$ cat config.mk
export PLATFORM = sky130hd
export DESIGN_NAME = multi_servo_pwm
export DESIGN_NICKNAME = d
export VERILOG_FILES = /design/src/rtl/servo_pkg.sv /design/src/rtl/servo_debounce.sv /design/src/rtl/multi_servo_pwm.sv
export SDC_FILE = /design/constraint.sdc
export NUM_CORES = 1
export LEC_CHECK = 0
export ABC_AREA = 0
export BUFFER_PORTS_ARGS = -buffer_cell sky130_fd_sc_hd__buf_2
export CAP_MARGIN = 20
export CORE_ASPECT_RATIO = 2
export CORE_MARGIN = 2
export CORE_UTILIZATION = 35
export DETAILED_ROUTE_END_ITERATION = 7
export PLACE_DENSITY_LB_ADDON = 0.15
export SYNTH_ARGS = -nofsm -noshare
export SYNTH_HDL_FRONTEND = slang
export SYNTH_SLANG_ARGS = --single-unit
$ cat constraint.sdc
create_clock -name CLK -period 7.3 [get_ports CLK]
set_input_delay 0.73 -clock CLK [delete_from_list [all_inputs] [get_ports CLK]]
set_output_delay 0.73 -clock CLK [all_outputs]
set_load 0.05 [all_outputs]
$ cat src/rtl/servo_pkg.sv
`default_nettype none
// +-----------------------------------------------------------------------+
// | servo_pkg : shared constants and pulse-width helper for servo PWM     |
// | Revision  : 1.0                                                       |
// +-----------------------------------------------------------------------+
package servo_pkg;

    localparam int IDX_W          = 3;
    localparam int DEF_PERIOD_CYC = 1_000_000;
    localparam int DEF_MIN_PULSE  = 25_000;
    localparam int DEF_STEP_PULSE = 25_000;
    localparam int DEF_SLEW       = 5_000;
    localparam int DEF_DEB_CYC    = 2_500_000;
    localparam int DEF_SWEEP_CYC  = 50_000_000;

    // High time in clock cycles for a given position index.
    function automatic int pulse_of(input int min_pulse, input int step_pulse,
                                    input logic [IDX_W-1:0] idx);
        return min_pulse + step_pulse * int'(idx);
    endfunction

endpackage
`default_nettype wire

$ cat src/rtl/servo_debounce.sv
`default_nettype none
// +-----------------------------------------------------------------------+
// | servo_debounce : sampled two-match debouncer with press strobe        |
// | Revision       : 1.0                                                  |
// +-----------------------------------------------------------------------+
module servo_debounce #(
    parameter int WIDTH   = 8,
    parameter int PRESS_W = 5,
    parameter int DEB_CYC = 2_500_000
) (
    input  logic             CLK,
    input  logic             RST_N,
    input  logic [WIDTH-1:0] din,
    output logic [WIDTH-1:0] acc,
    output logic             press
);

    localparam int               CNT_W    = $clog2(DEB_CYC + 1);
    localparam logic [CNT_W-1:0] CNT_LAST = CNT_W'(DEB_CYC - 1);

    logic [WIDTH-1:0] sync1;
    logic [WIDTH-1:0] sync2;
    logic [WIDTH-1:0] last_smp;
    logic [CNT_W-1:0] cnt;
    logic             smp_tick;

    assign smp_tick = (cnt == CNT_LAST);

    always_ff @(posedge CLK or negedge RST_N) begin
        if (!RST_N) begin
            sync1    <= '0;
            sync2    <= '0;
            last_smp <= '0;
            acc      <= '0;
            cnt      <= '0;
            press    <= 1'b0;
        end else begin
            sync1 <= din;
            sync2 <= sync1;
            press <= 1'b0;
            cnt   <= smp_tick ? '0 : cnt + 1'b1;
            if (smp_tick) begin
                last_smp <= sync2;
                // Two equal consecutive samples that differ from the held value.
                if ((sync2 == last_smp) && (sync2 != acc)) begin
                    acc   <= sync2;
                    press <= |sync2[PRESS_W-1:0];
                end
            end
        end
    end

endmodule
`default_nettype wire

$ cat src/rtl/multi_servo_pwm.sv
`default_nettype none
// +-----------------------------------------------------------------------+
// | multi_servo_pwm : N-channel servo PWM with keypad, sweep and slew     |
// | Revision        : 1.0                                                 |
// +-----------------------------------------------------------------------+
module multi_servo_pwm
    import servo_pkg::*;
#(
    parameter int N_CH       = 4,
    parameter int N_POS      = 5,
    parameter int PERIOD_CYC = DEF_PERIOD_CYC,
    parameter int MIN_PULSE  = DEF_MIN_PULSE,
    parameter int STEP_PULSE = DEF_STEP_PULSE,
    parameter int SLEW       = DEF_SLEW,
    parameter int DEB_CYC    = DEF_DEB_CYC,
    parameter int SWEEP_CYC  = DEF_SWEEP_CYC
) (
    input  logic                  CLK,
    input  logic                  RST_N,
    input  logic [N_CH-1:0]       modo,
    input  logic [2:0]            ch_sel,
    input  logic [N_POS-1:0]      pos_sel,
    output logic [N_CH-1:0]       PWM,
    output logic [N_CH*IDX_W-1:0] posi,
    output logic                  frame_start
);

    localparam int               PW_W       = $clog2(PERIOD_CYC + 1);
    localparam int               SW_W       = $clog2(SWEEP_CYC + 1);
    localparam int               KEY_W      = IDX_W + N_POS;
    localparam logic [PW_W-1:0]  FRAME_LAST = PW_W'(PERIOD_CYC - 1);
    localparam logic [PW_W-1:0]  SLEW_V     = PW_W'(SLEW);
    localparam logic [PW_W-1:0]  MIN_V      = PW_W'(MIN_PULSE);
    localparam logic [SW_W-1:0]  SWEEP_LAST = SW_W'(SWEEP_CYC - 1);
    localparam logic [IDX_W-1:0] IDX_LAST   = IDX_W'(N_POS - 1);

    if ((MIN_PULSE + (N_POS - 1) * STEP_PULSE >= PERIOD_CYC) ||
        (N_CH < 1) || (N_CH > 8) || (N_POS < 2) || (N_POS > 8)) begin : g_param_check
        $error("multi_servo_pwm: parameter set out of range");
    end

    logic [PW_W-1:0]  frame_cnt;
    logic             frame_last;
    logic [SW_W-1:0]  sweep_cnt;
    logic             sweep_tick;
    logic [KEY_W-1:0] key_acc;
    logic             key_press;
    logic [IDX_W-1:0] key_ch;
    logic [N_POS-1:0] key_pos;
    logic [IDX_W-1:0] key_idx;
    logic             key_onehot;
    logic [N_CH-1:0]  pwm_d;

    assign frame_last = (frame_cnt == FRAME_LAST);
    assign sweep_tick = (sweep_cnt == SWEEP_LAST);

    always_ff @(posedge CLK or negedge RST_N) begin
        if (!RST_N) begin
            frame_cnt   <= '0;
            sweep_cnt   <= '0;
            frame_start <= 1'b0;
            PWM         <= '0;
        end else begin
            frame_cnt   <= frame_last ? '0 : frame_cnt + 1'b1;
            sweep_cnt   <= sweep_tick ? '0 : sweep_cnt + 1'b1;
            frame_start <= frame_last;
            PWM         <= pwm_d;
        end
    end

    servo_debounce #(
        .WIDTH   (KEY_W),
        .PRESS_W (N_POS),
        .DEB_CYC (DEB_CYC)
    ) u_debounce (
        .CLK   (CLK),
        .RST_N (RST_N),
        .din   ({ch_sel, pos_sel}),
        .acc   (key_acc),
        .press (key_press)
    );

    assign key_ch     = key_acc[KEY_W-1:N_POS];
    assign key_pos    = key_acc[N_POS-1:0];
    assign key_onehot = (key_pos != '0) && ((key_pos & (key_pos - 1'b1)) == '0);

    always_comb begin
        key_idx = '0;
        for (int b = 0; b < N_POS; b++) begin
            if (key_pos[b]) key_idx = IDX_W'(b);
        end
    end

    for (genvar i = 0; i < N_CH; i++) begin : g_ch
        logic [IDX_W-1:0] idx;
        logic [PW_W-1:0]  tgt;
        logic [PW_W-1:0]  cur;
        logic [PW_W-1:0]  cur_next;
        logic             key_hit;

        assign key_hit = key_press && key_onehot && (key_ch == IDX_W'(i));

        // Mode selects the single source of index updates for this channel.
        always_ff @(posedge CLK or negedge RST_N) begin
            if (!RST_N) begin
                idx <= '0;
            end else if (modo[i]) begin
                if (sweep_tick) idx <= (idx == IDX_LAST) ? '0 : idx + 1'b1;
            end else if (key_hit) begin
                idx <= key_idx;
            end
        end

        assign tgt = PW_W'(pulse_of(MIN_PULSE, STEP_PULSE, idx));

        always_comb begin
            cur_next = tgt;
            if (SLEW != 0) begin
                if ((tgt > cur) && ((tgt - cur) > SLEW_V))      cur_next = cur + SLEW_V;
                else if ((cur > tgt) && ((cur - tgt) > SLEW_V)) cur_next = cur - SLEW_V;
            end
        end

        // Width changes only on the last frame cycle so every pulse is whole.
        always_ff @(posedge CLK or negedge RST_N) begin
            if (!RST_N)          cur <= MIN_V;
            else if (frame_last) cur <= cur_next;
        end

        assign pwm_d[i]                 = (frame_cnt < cur);
        assign posi[IDX_W*i +: IDX_W]   = idx;
    end

endmodule
`default_nettype wire

==> flow_summary_export.csv, run 1 <==
group,metric,value,unit
outcome,status,"finished clean",
cells_and_area,drive_above_1_share,0.0690,
logic_synthesis,synth_area,22700,sq um
worst_setup_path,start_kind,"register",
logic_synthesis,yosysSeqAreaShare,0.206,
clock_tree,clockRootBuffer,"clkbuf_16",
logic_synthesis,synth.most_common_cell,"ha_1",
power,p_clk_frac,0.426,
worst_setup_path,crit_fanout,28,
logic_synthesis,syn_area_per_cell,7.74,sq um
routing,ant_nets,0,
power,seqPwrFrac,0.436,
clock_tree,cts_max_level,4,
cells_and_area,area_delta_synth_final,6.34,%
place,portBuffers,30,
logic_synthesis,synth_commonest_cells,"ha_1 (249), nor2_1 (242), a21oi_1 (222)",
place,pre_cts_slack,638,ps
sta,slew_violations,0,
place,dp.cells,3641,
global_route,grt_max_degree,80,
clock_tree,numCtsBuffers,17,
cells_and_area,instances_no_fill,3673,
global_route,grt_pass1_vias,20300,
clock_tree,tritoncts,"yes",
power,switching_share,0.298,
sta,rsz0062_at_grt,"false",
place,dp_hpwl,54500,microns
routing,via_per_inst,5.84,
floorplanning,die-width,184,microns
routing,wl,71200,microns
routing,vias,21400,
clock_tree,clk_latency,470,ps
sta,fin_skew,12.0,ps
power,cellPowerDensity,99.1,nW/um^2
routing,drt_first_pass_iters,5,
power,power.leakage,10.5,nW
worst_setup_path,endpoint_kind,"register",
cells_and_area,finalInstanceArea,24100,sq um
clock_tree,path_clk_slew,80,ps
sta,worstMarginPinSlew,977,ps
place,globalplace.congestion,0.933,
logic_synthesis,netlist_instances,2930,
global_route,grt_remaining_overflow,0,
worst_setup_path,criticalPathCategory,"register to register",
sta,fin_tns_setup,0,ps
clock_tree,clock-sinks,186,
sta,period_minus_slack,6690,ps
logic_synthesis,syn_nets,3193,
worst_setup_path,arrival,7030,ps
global_route,antenna_found_initial,1,
cells_and_area,final_nets,3119,
power,p_comb_frac,0.138,
logic_synthesis,ys_ff_latch,186,
global_route,grt_use_total,0.212,
power,p_int,1.68,mW
logic_synthesis,synth_top_cell_area_share,0.179,
logic_synthesis,synth_top_flop_cell,"dfrtp_1",
floorplanning,pin_count,31,
hold_path,hold_path_class,"input pin to async pin",
power,totalPowerFinal,2.39,mW
clock_tree,clockBufferDepth,2,
logic_synthesis,yosys.area.top_type,"dfrtp_1",
flow_run,drv_cap,0,
sta,slew_headroom,0.344,
sta,setup_violations,0,
logic_synthesis,ys_top_cells_by_area,"dfrtp_1 (18%), ha_1 (14%), xnor2_1 (4.9%)",
sta,timing.final.ws_setup,613,ps
floorplanning,start_util,0.352,
floorplanning,core_area,64400,sq um
global_route,grt_pass1_wl,113000,microns
power,power_switching,0.712,mW
floorplanning,rows,132,
worst_setup_path,required,7650,ps
routing,drt_iter0_drc,1587,
floorplanning,die_h,364,microns
floorplanning,die-area,67000,sq um
sta,hold_violations,0,
power,peakVddDrop,0.170,mV
cells_and_area,nFillCells,6775,
routing,routedWlPerCell,19.4,microns
clock_tree,cts_setup_buffers,0,
logic_synthesis,synth_warnings,0,
cells_and_area,insertedDiodeCount,0,
sta,max_freq,150,MHz
sta,period_share,0.916,
routing,drc_errors,0,
logic_synthesis,ys_types,92,
worst_setup_path,reg2reg_slack,610,ps
logic_synthesis,async_reset_ff_frac,1.00,
logic_synthesis,synth_edf_count,0,
place,placedInstanceArea,23500,sq um
[per-layer routing]
| layer | routed length (microns) | GRT usage | part of all wire | up-vias |
|---|---|---|---|---|
| met5 | 0 | 0 | 0 | - |
| met4 | 2230 | 0.0753 | 0.031 | 0 |
| met3 | 2200 | 0.0185 | 0.031 | 117 |
| met2 | 33800 | 0.354 | 0.47 | 494 |
| met1 | 33000 | 0.285 | 0.46 | 10300 |
| li1 | - | - | - | 10500 |
[worst max-delay path, stage by stage (launching register included)]
cell and delay (ps):
dfrtp_1 540, inv_1 190, ha_1 560, xor3_1 600
nor3_1 460, xnor2_1 200, inv_1 120, ha_1 520
a21bo_2 260, a31o_2 260, a31oi_1 430, o211ai_1 220
a211o_1 330, a2111oi_0 770, a221oi_4 150, buf_4 270
and2_1 330, a31oi_1 230, o21ai_0 100
[metrics by stage]
| stage | utilization | hold slack [ps] |
|---|---|---|
| final | 0.375 | 279 |
| after global routing | 0.375 | 317 |
| after CTS | 0.375 | 317 |
| after detailed placement | 0.365 | 336 |
| after global placement | 0.365 | 332 |
| after floorplan | - | 331 |
[final cells by class]
class,instances,area (sq um),share of cell area
Clock buffer,17,425,0.0176
Clock inverter,15,209,0.00866
Inverter,181,679,0.0282
Multi-Input combinational cell,2420,16800,0.696
Sequential cell,186,4680,0.194
Tap cell,804,1010,0.0417
Timing Repair Buffer,50,322,0.0133
[logic make-up after synthesis]
logic type	after synthesis	synth area share
simple gates	977	0.215
compound gates	893	0.260
buf+inv	324	0.0554
fa+ha+maj	249	0.137
xor+xnor	220	0.0888
flops	186	0.206
mux	81	0.0371
[path summary, 6_finish.rpt]
kind / from / end / cells after the start
min in group CLK: u_debounce.sync1[5]$_DFF_PN0_ / u_debounce.sync2[5]$_DFF_PN0_ / 0
max in group asynchronous: RST_N / u_debounce.last_smp[7]$_DFFE_PN0N_ / 2
min: RST_N / g_ch[1].cur[18]$_DFFE_PN0P_ / 1
max reg2reg: g_ch[3].idx[1]$_DFFE_PN0P_ / g_ch[3].cur[11]$_DFFE_PN0P_ / 18
max: g_ch[3].idx[1]$_DFFE_PN0P_ / g_ch[3].cur[11]$_DFFE_PN0P_ / 18
min reg2reg: u_debounce.sync1[5]$_DFF_PN0_ / u_debounce.sync2[5]$_DFF_PN0_ / 0
[placed cells by master (no fill, tap or decap), drive strengths merged, types with 49 or more instances in the layout]
cell   Yosys  layout
xnor2    128     128
mux2i     56      56
nand3    112     112
dfrtp    162     162
a31oi     55      55
a21o      62      62
a21oi    226     226
xor2      87      87
nor2     242     242
o21ai    199     199
nand2    212     212
nor3      74      74
ha       249     249
inv      179     184
buf       26      49
[flip-flops by register name (all words and copies together), names as in the netlist]
name                 flops
u_debounce.last_smp      8
PWM                      4
sweep_cnt               26
u_debounce.press         1
u_debounce.sync2         8
g_ch.idx                12
u_debounce.acc           8
u_debounce.cnt          22
u_debounce.sync1         8
g_ch.cur                68
frame_start              1
frame_cnt               20
[repair_timing]
action	CTS	global route
gates resized for setup	0	1
setup endpoints to repair	0	3
hold buffers	0	0
hold endpoints to repair	0	0
[power by group through the flow]
stage | Clock [mW] | Sequential, mW | Combinational [mW]
finish | 1.02 | 1.04 | 0.330
global route | 1.09 | 1.04 | 0.368
CTS | 1.05 | 1.04 | 0.331
detailed placement | 0 | 1.06 | 0.329
global placement | 0 | 1.06 | 0.329
floorplan | 0 | 1.06 | 0.232
Note: power is estimated with default switching activity, not from simulation.
==> run 2: changes to the inputs <==
- CELL_PAD_IN_SITES_DETAIL_PLACEMENT: unset -> 1
- CELL_PAD_IN_SITES_GLOBAL_PLACEMENT: unset -> 1
==> flow_summary_export.csv, run 2 (same netlist as run 1, synthesis figures left out) <==
group,metric,value,unit
worst_setup_path,crit_family,"compound AO/OA/AOI/OAI gates",
place,globalplace.congestion,0.850,
floorplanning,die-area,67000,sq um
sta,period_share,0.908,
floorplanning,die-width,184,microns
place,placedInstanceArea,23500,sq um
clock_tree,clockBufferDepth,2,
global_route,grt_max_degree,115,
sta,setup_violations,0,
power,seqPwrFrac,0.432,
clock_tree,path_clk_slew,80,ps
worst_setup_path,endpoint_kind,"register",
worst_setup_path,arrival,7020,ps
clock_tree,clk_latency,470,ps
cells_and_area,final_nets,3121,
cells_and_area,drive_above_1_share,0.0693,
global_route,antenna_found_initial,0,
cells_and_area,nFillCells,7904,
worst_setup_path,slowest_stage,"ha_1",
floorplanning,start_util,0.352,
sta,worstMarginPinSlew,1040,ps
power,switching_share,0.284,
clock_tree,postCtsHoldBufs,0,
outcome,status,"finished clean",
sta,period_minus_slack,6630,ps
floorplanning,pin_count,31,
routing,drt_iter0_drc,969,
power,peakVddDrop,0.166,mV
clock_tree,cts_setup_buffers,0,
place,dp_hpwl,61100,microns
routing,vias,21600,
worst_setup_path,criticalPathCategory,"register to register",
floorplanning,core_area,64400,sq um
worst_setup_path,worst-r2r-cell-count,20,
routing,routedWlPerCell,21.4,microns
routing,wl,78600,microns
sta,slew_violations,0,
clock_tree,cts_max_level,4,
routing,drc_errors,0,
global_route,grt_remaining_overflow,0,
sta,slew_headroom,0.302,
floorplanning,rows,132,
power,power_switching,0.682,mW
clock_tree,tritoncts,"yes",
global_route,grt_pass1_vias,22400,
power,cellPowerDensity,99.7,nW/um^2
sta,max_freq,151,MHz
worst_setup_path,r2r_start,"g_ch[1].idx[1]$_DFFE_PN0P_",
clock_tree,cts_resized,0,
hold_path,hold_path_class,"input pin to async pin",
worst_setup_path,critPathBufInv,3,
cells_and_area,area_delta_synth_final,6.44,%
flow_run,drv_cap,0,
worst_setup_path,max_stage_delay,640,ps
worst_setup_path,reg2reg_slack,670,ps
worst_setup_path,crit_fanout,14,
routing,ant_nets,0,
cells_and_area,reg.largest.list,"g_ch.cur x68, sweep_cnt x26, u_debounce.cnt x22",
routing,via_per_inst,5.88,
power,p_int,1.72,mW
routing,drt_first_pass_iters,7,
sta,hold_violations,0,
sta,fin_tns_setup,0,ps
cells_and_area,regMostFlops,"g_ch.cur",
floorplanning,die_h,364,microns
power,p_clk_frac,0.427,
cells_and_area,finalInstanceArea,24100,sq um
power,p_comb_frac,0.140,
clock_tree,clockRootBuffer,"clkbuf_16",
worst_setup_path,required,7700,ps
worst_setup_path,crit_chain,"inv_1 > ha_1 > xor3_1 > a211oi_1 > a21oi_1 > and2_1 > xor2_1 > inv_1 > ha_1 > a21oi_1 > nand2_1 > nor4_1 > o32ai_1 > nor4b_1 > a21oi_2 > inv_1 > o211ai_2 > o21ai_0 > a21oi_1 > o21ai_0",
worst_setup_path,rr_endpoint,"g_ch[1].cur[5]$_DFFE_PN1P_",
cells_and_area,layout_commonest_cell,"ha_1",
place,portBuffers,30,
clock_tree,numCtsBuffers,17,
sta,fin_skew,14.2,ps
worst_setup_path,start_kind,"register",
global_route,grt_use_total,0.235,
cells_and_area,largest_register_ffs,68,
cells_and_area,final_cell_mix,"ha_1 (249), nor2_1 (242), a21oi_1 (221)",
global_route,grt_pass1_wl,126000,microns
power,power.leakage,10.5,nW
clock_tree,clock-sinks,186,
sta,rsz0062_at_grt,"false",
==> run 2: layout make-up <==
class / count / area (sq um) / share of cell area
flip-flops and latches: 186 / 4680 / 0.194
clock inverters: 11 / 156 / 0.00648
inverters: 181 / 679 / 0.0281
multi-input cells: 2420 / 16800 / 0.695
repair buffers: 52 / 357 / 0.0148
well taps: 804 / 1010 / 0.0417
diodes: 1 / 2.50 / 0.000104
clock buffers: 21 / 470 / 0.0195
==> run 2: worst max path at each step <==
stage / start / end / slack, ps / cells past startpoint
final: g_ch[1].idx[1]$_DFFE_PN0P_ / g_ch[1].cur[5]$_DFFE_PN1P_ / 670 / 20
after global routing: g_ch[1].idx[1]$_DFFE_PN0P_ / g_ch[1].cur[5]$_DFFE_PN1P_ / 40 / 20
after CTS: g_ch[1].idx[1]$_DFFE_PN0P_ / g_ch[1].cur[5]$_DFFE_PN1P_ / 650 / 20
after detailed placement: g_ch[1].idx[1]$_DFFE_PN0P_ / g_ch[1].cur[5]$_DFFE_PN1P_ / 650 / 20
after global placement: g_ch[0].idx[0]$_DFFE_PN0P_ / g_ch[0].cur[12]$_DFFE_PN0P_ / 650 / 20
after floorplan: g_ch[3].idx[0]$_DFFE_PN0P_ / g_ch[3].cur[8]$_DFFE_PN1P_ / 1550 / 24
==> run 2: worst reg2reg max path, stage by stage (launching register included) <==
cell and delay [ps]:
dfrtp_1 560, inv_1 240, ha_1 640, xor3_1 550, a211oi_1 360, a21oi_1 150, and2_1 210, xor2_1 310
inv_1 80, ha_1 460, a21oi_1 430, nand2_1 160, nor4_1 320, o32ai_1 130, nor4b_1 390, a21oi_2 140
inv_1 400, o211ai_2 450, o21ai_0 300, a21oi_1 90, o21ai_0 180
==> run 2: per-layer routing <==
layer	vias up	global-route usage	part of all wire
met5	-	0	0
met4	0	0.0736	0.027
met3	95	0.0153	0.018
met2	275	0.426	0.51
met1	10700	0.293	0.45
li1	10600	-	-
==> run 2: stage by stage <==
stage	hold slack, ps	total power [mW]	instances	worst slack [ps]	util
after global placement	333	1.40	3641	654	0.365
final	287	2.41	3676	671	0.375
after detailed placement	336	1.40	3642	649	0.365
after floorplan	331	1.29	2930	1550	-
after CTS	320	2.45	3674	649	0.375
after global routing	344	2.52	3675	39.7	0.375
==> run 2: power by group through the flow <==
stage | clock, mW | sequential [mW] | combinational (mW)
2_1_floorplan | 0 | 1.06 | 0.232
3_3_place_gp | 0 | 1.06 | 0.336
3_5_place_dp | 0 | 1.06 | 0.339
4_1_cts | 1.06 | 1.04 | 0.340
5_1_grt | 1.10 | 1.04 | 0.379
6_report | 1.03 | 1.04 | 0.338
==> run 3: changes to the inputs <==
- RECOVER_POWER: unset -> 25
==> flow_summary_export.csv, run 3 (same netlist as run 1, synthesis figures left out) <==
group,metric,value,unit
sta,hold_violations,0,
worst_setup_path,start_kind,"register",
cells_and_area,largest_register_ffs,68,
power,switching_share,0.284,
power,cellPowerDensity,99.7,nW/um^2
sta,setup_violations,0,
global_route,antenna_found_initial,0,
clock_tree,cts_resized,0,
cells_and_area,regArea,4680,sq um
sta,rsz0062_at_grt,"false",
worst_setup_path,required,7700,ps
routing,wl,78600,microns
worst_setup_path,cp-startpoint,"g_ch[1].idx[1]$_DFFE_PN0P_",
floorplanning,die-area,67000,sq um
clock_tree,clockBufferDepth,2,
floorplanning,rows,132,
worst_setup_path,endpoint_kind,"register",
worst_setup_path,crit_fanout,14,
worst_setup_path,crit_chain,"inv_1 > ha_1 > xor3_1 > a211oi_1 > a21oi_1 > and2_1 > xor2_1 > inv_1 > ha_1 > a21oi_1 > nand2_1 > nor4_1 > o32ai_1 > nor4b_1 > a21oi_2 > inv_1 > o211ai_2 > o21ai_0 > a21oi_1 > o21ai_0",
routing,via_per_inst,5.89,
clock_tree,clockRootBuffer,"clkbuf_16",
sta,timing.final.ws_setup,670,ps
routing,drt_iter0_drc,969,
cells_and_area,final_nets,3121,
routing,ant_nets,0,
cells_and_area,drive_above_1_share,0.0690,
global_route,grt_pass1_vias,22400,
sta,max_freq,151,MHz
power,p_int,1.72,mW
cells_and_area,area_delta_synth_final,6.39,%
global_route,grt_remaining_overflow,0,
routing,drt_first_pass_iters,7,
sta,period_minus_slack,6630,ps
power,p_clk_frac,0.427,
global_route,grt_max_degree,115,
outcome,failed_checks,"max-capacitance violations, max-slew violations",
floorplanning,start_util,0.352,
cells_and_area,instances_no_fill,3676,
clock_tree,numCtsBuffers,17,
power,power_switching,0.683,mW
floorplanning,die_h,364,microns
clock_tree,cts_setup_buffers,0,
clock_tree,postCtsHoldBufs,0,
cells_and_area,regMostFlops,"g_ch.cur",
routing,vias,21600,
cells_and_area,final_cell_mix,"ha_1 (249), nor2_1 (242), a21oi_1 (221)",
worst_setup_path,critPathBufInv,3,
floorplanning,core_area,64400,sq um
cells_and_area,layout_commonest_cell,"ha_1",
floorplanning,die-width,184,microns
sta,slew_headroom,-2.15,
worst_setup_path,arrival,7030,ps
cells_and_area,fin_util,0.375,
place,dp.cells,3642,
power,seqPwrFrac,0.432,
sta,period_share,0.908,
sta,fin_tns_setup,0,ps
sta,worstMarginPinSlew,4720,ps
worst_setup_path,slowest_stage,"ha_1",
global_route,grt_use_total,0.235,
hold_path,hold_path_class,"register to register",
clock_tree,cts_max_level,4,
place,placedInstanceArea,23500,sq um
clock_tree,tritoncts,"yes",
routing,drc_errors,0,
place,globalplace.congestion,0.850,
sta,fin_hold_ws,344,ps
clock_tree,clock-sinks,186,
flow_run,drv_cap,1,
worst_setup_path,criticalPathCategory,"register to register",
hold_path,min-delay-start,"u_debounce.sync1[0]$_DFF_PN0_",
place,portBuffers,30,
sta,slew_violations,73,
clock_tree,clk_latency,470,ps
place,dp_hpwl,61100,microns
cells_and_area,finalInstanceArea,24100,sq um
place,pre_cts_slack,649,ps
routing,routedWlPerCell,21.4,microns
power,peakVddDrop,0.166,mV
floorplanning,pin_count,31,
outcome,status,"finished, violations left",
worst_setup_path,max_stage_delay,640,ps
power,totalPowerFinal,2.41,mW
global_route,grt_pass1_wl,126000,microns
cells_and_area,reg.largest.list,"g_ch.cur x68, sweep_cnt x26, u_debounce.cnt x22",
cells_and_area,multi_input_area,16800,sq um
power,p_comb_frac,0.141,
worst_setup_path,r2r_start,"g_ch[1].idx[1]$_DFFE_PN0P_",
worst_setup_path,crit_family,"compound AO/OA/AOI/OAI gates",
clock_tree,path_clk_slew,80,ps
power,power.leakage,10.5,nW
cells_and_area,nFillCells,7905,
sta,fin_skew,14.2,ps
run 3: cell counts in the layout (fill, tap and decap cells not counted):
Identical to the previous run, type by type.
run 3: power groups by stage:
stage	Sequential (mW)	Combinational (mW)	Clock [mW]
CTS	1.04	0.340	1.06
finish	1.04	0.338	1.03
global route	1.04	0.379	1.10
floorplan	1.06	0.232	0
detailed placement	1.06	0.339	0
global placement	1.06	0.336	0
run 3: worst reg2reg max path, delay by kind of cell (launching register included):
| family | cells | cell delay, ps |
|---|---|---|
| and+or+nand+nor | 4 | 1080 |
| AOI/OAI and AO/OA | 9 | 2230 |
| buffers and inverters | 3 | 720 |
| DFF | 1 | 560 |
| adders and majority gates | 2 | 1100 |
| xor gates and xnor gates | 2 | 860 |
run 3: final timing paths:
path / slack, ps / depth (start not counted) / end
min: 340 / 0 / u_debounce.sync2[0]$_DFF_PN0_
max: 670 / 20 / g_ch[1].cur[5]$_DFFE_PN1P_
min in group asynchronous: 1950 / 1 / g_ch[1].cur[18]$_DFFE_PN0P_
max in group asynchronous: 2690 / 1 / g_ch[3].cur[17]$_DFFE_PN0P_
min reg2reg: 340 / 0 / u_debounce.sync2[0]$_DFF_PN0_
max reg2reg: 670 / 20 / g_ch[1].cur[5]$_DFFE_PN1P_
run 3: final cells by class:
class | instances | area share
sequential | 186 | 0.194
clock inverter | 11 | 0.00648
timing repair buffer | 52 | 0.0144
antenna | 1 | 0.000104
multi-input combinational | 2420 | 0.696
tap | 804 | 0.0417
clock buffer | 21 | 0.0195
inverter | 181 | 0.0281
run 3: layer usage:
layer / up-vias / GRT usage / part of all wire
li1: 10600 / - / -
met1: 10700 / 0.293 / 0.45
met2: 273 / 0.426 / 0.51
met3: 97 / 0.0153 / 0.018
met4: 0 / 0.0736 / 0.027
met5: - / 0 / 0
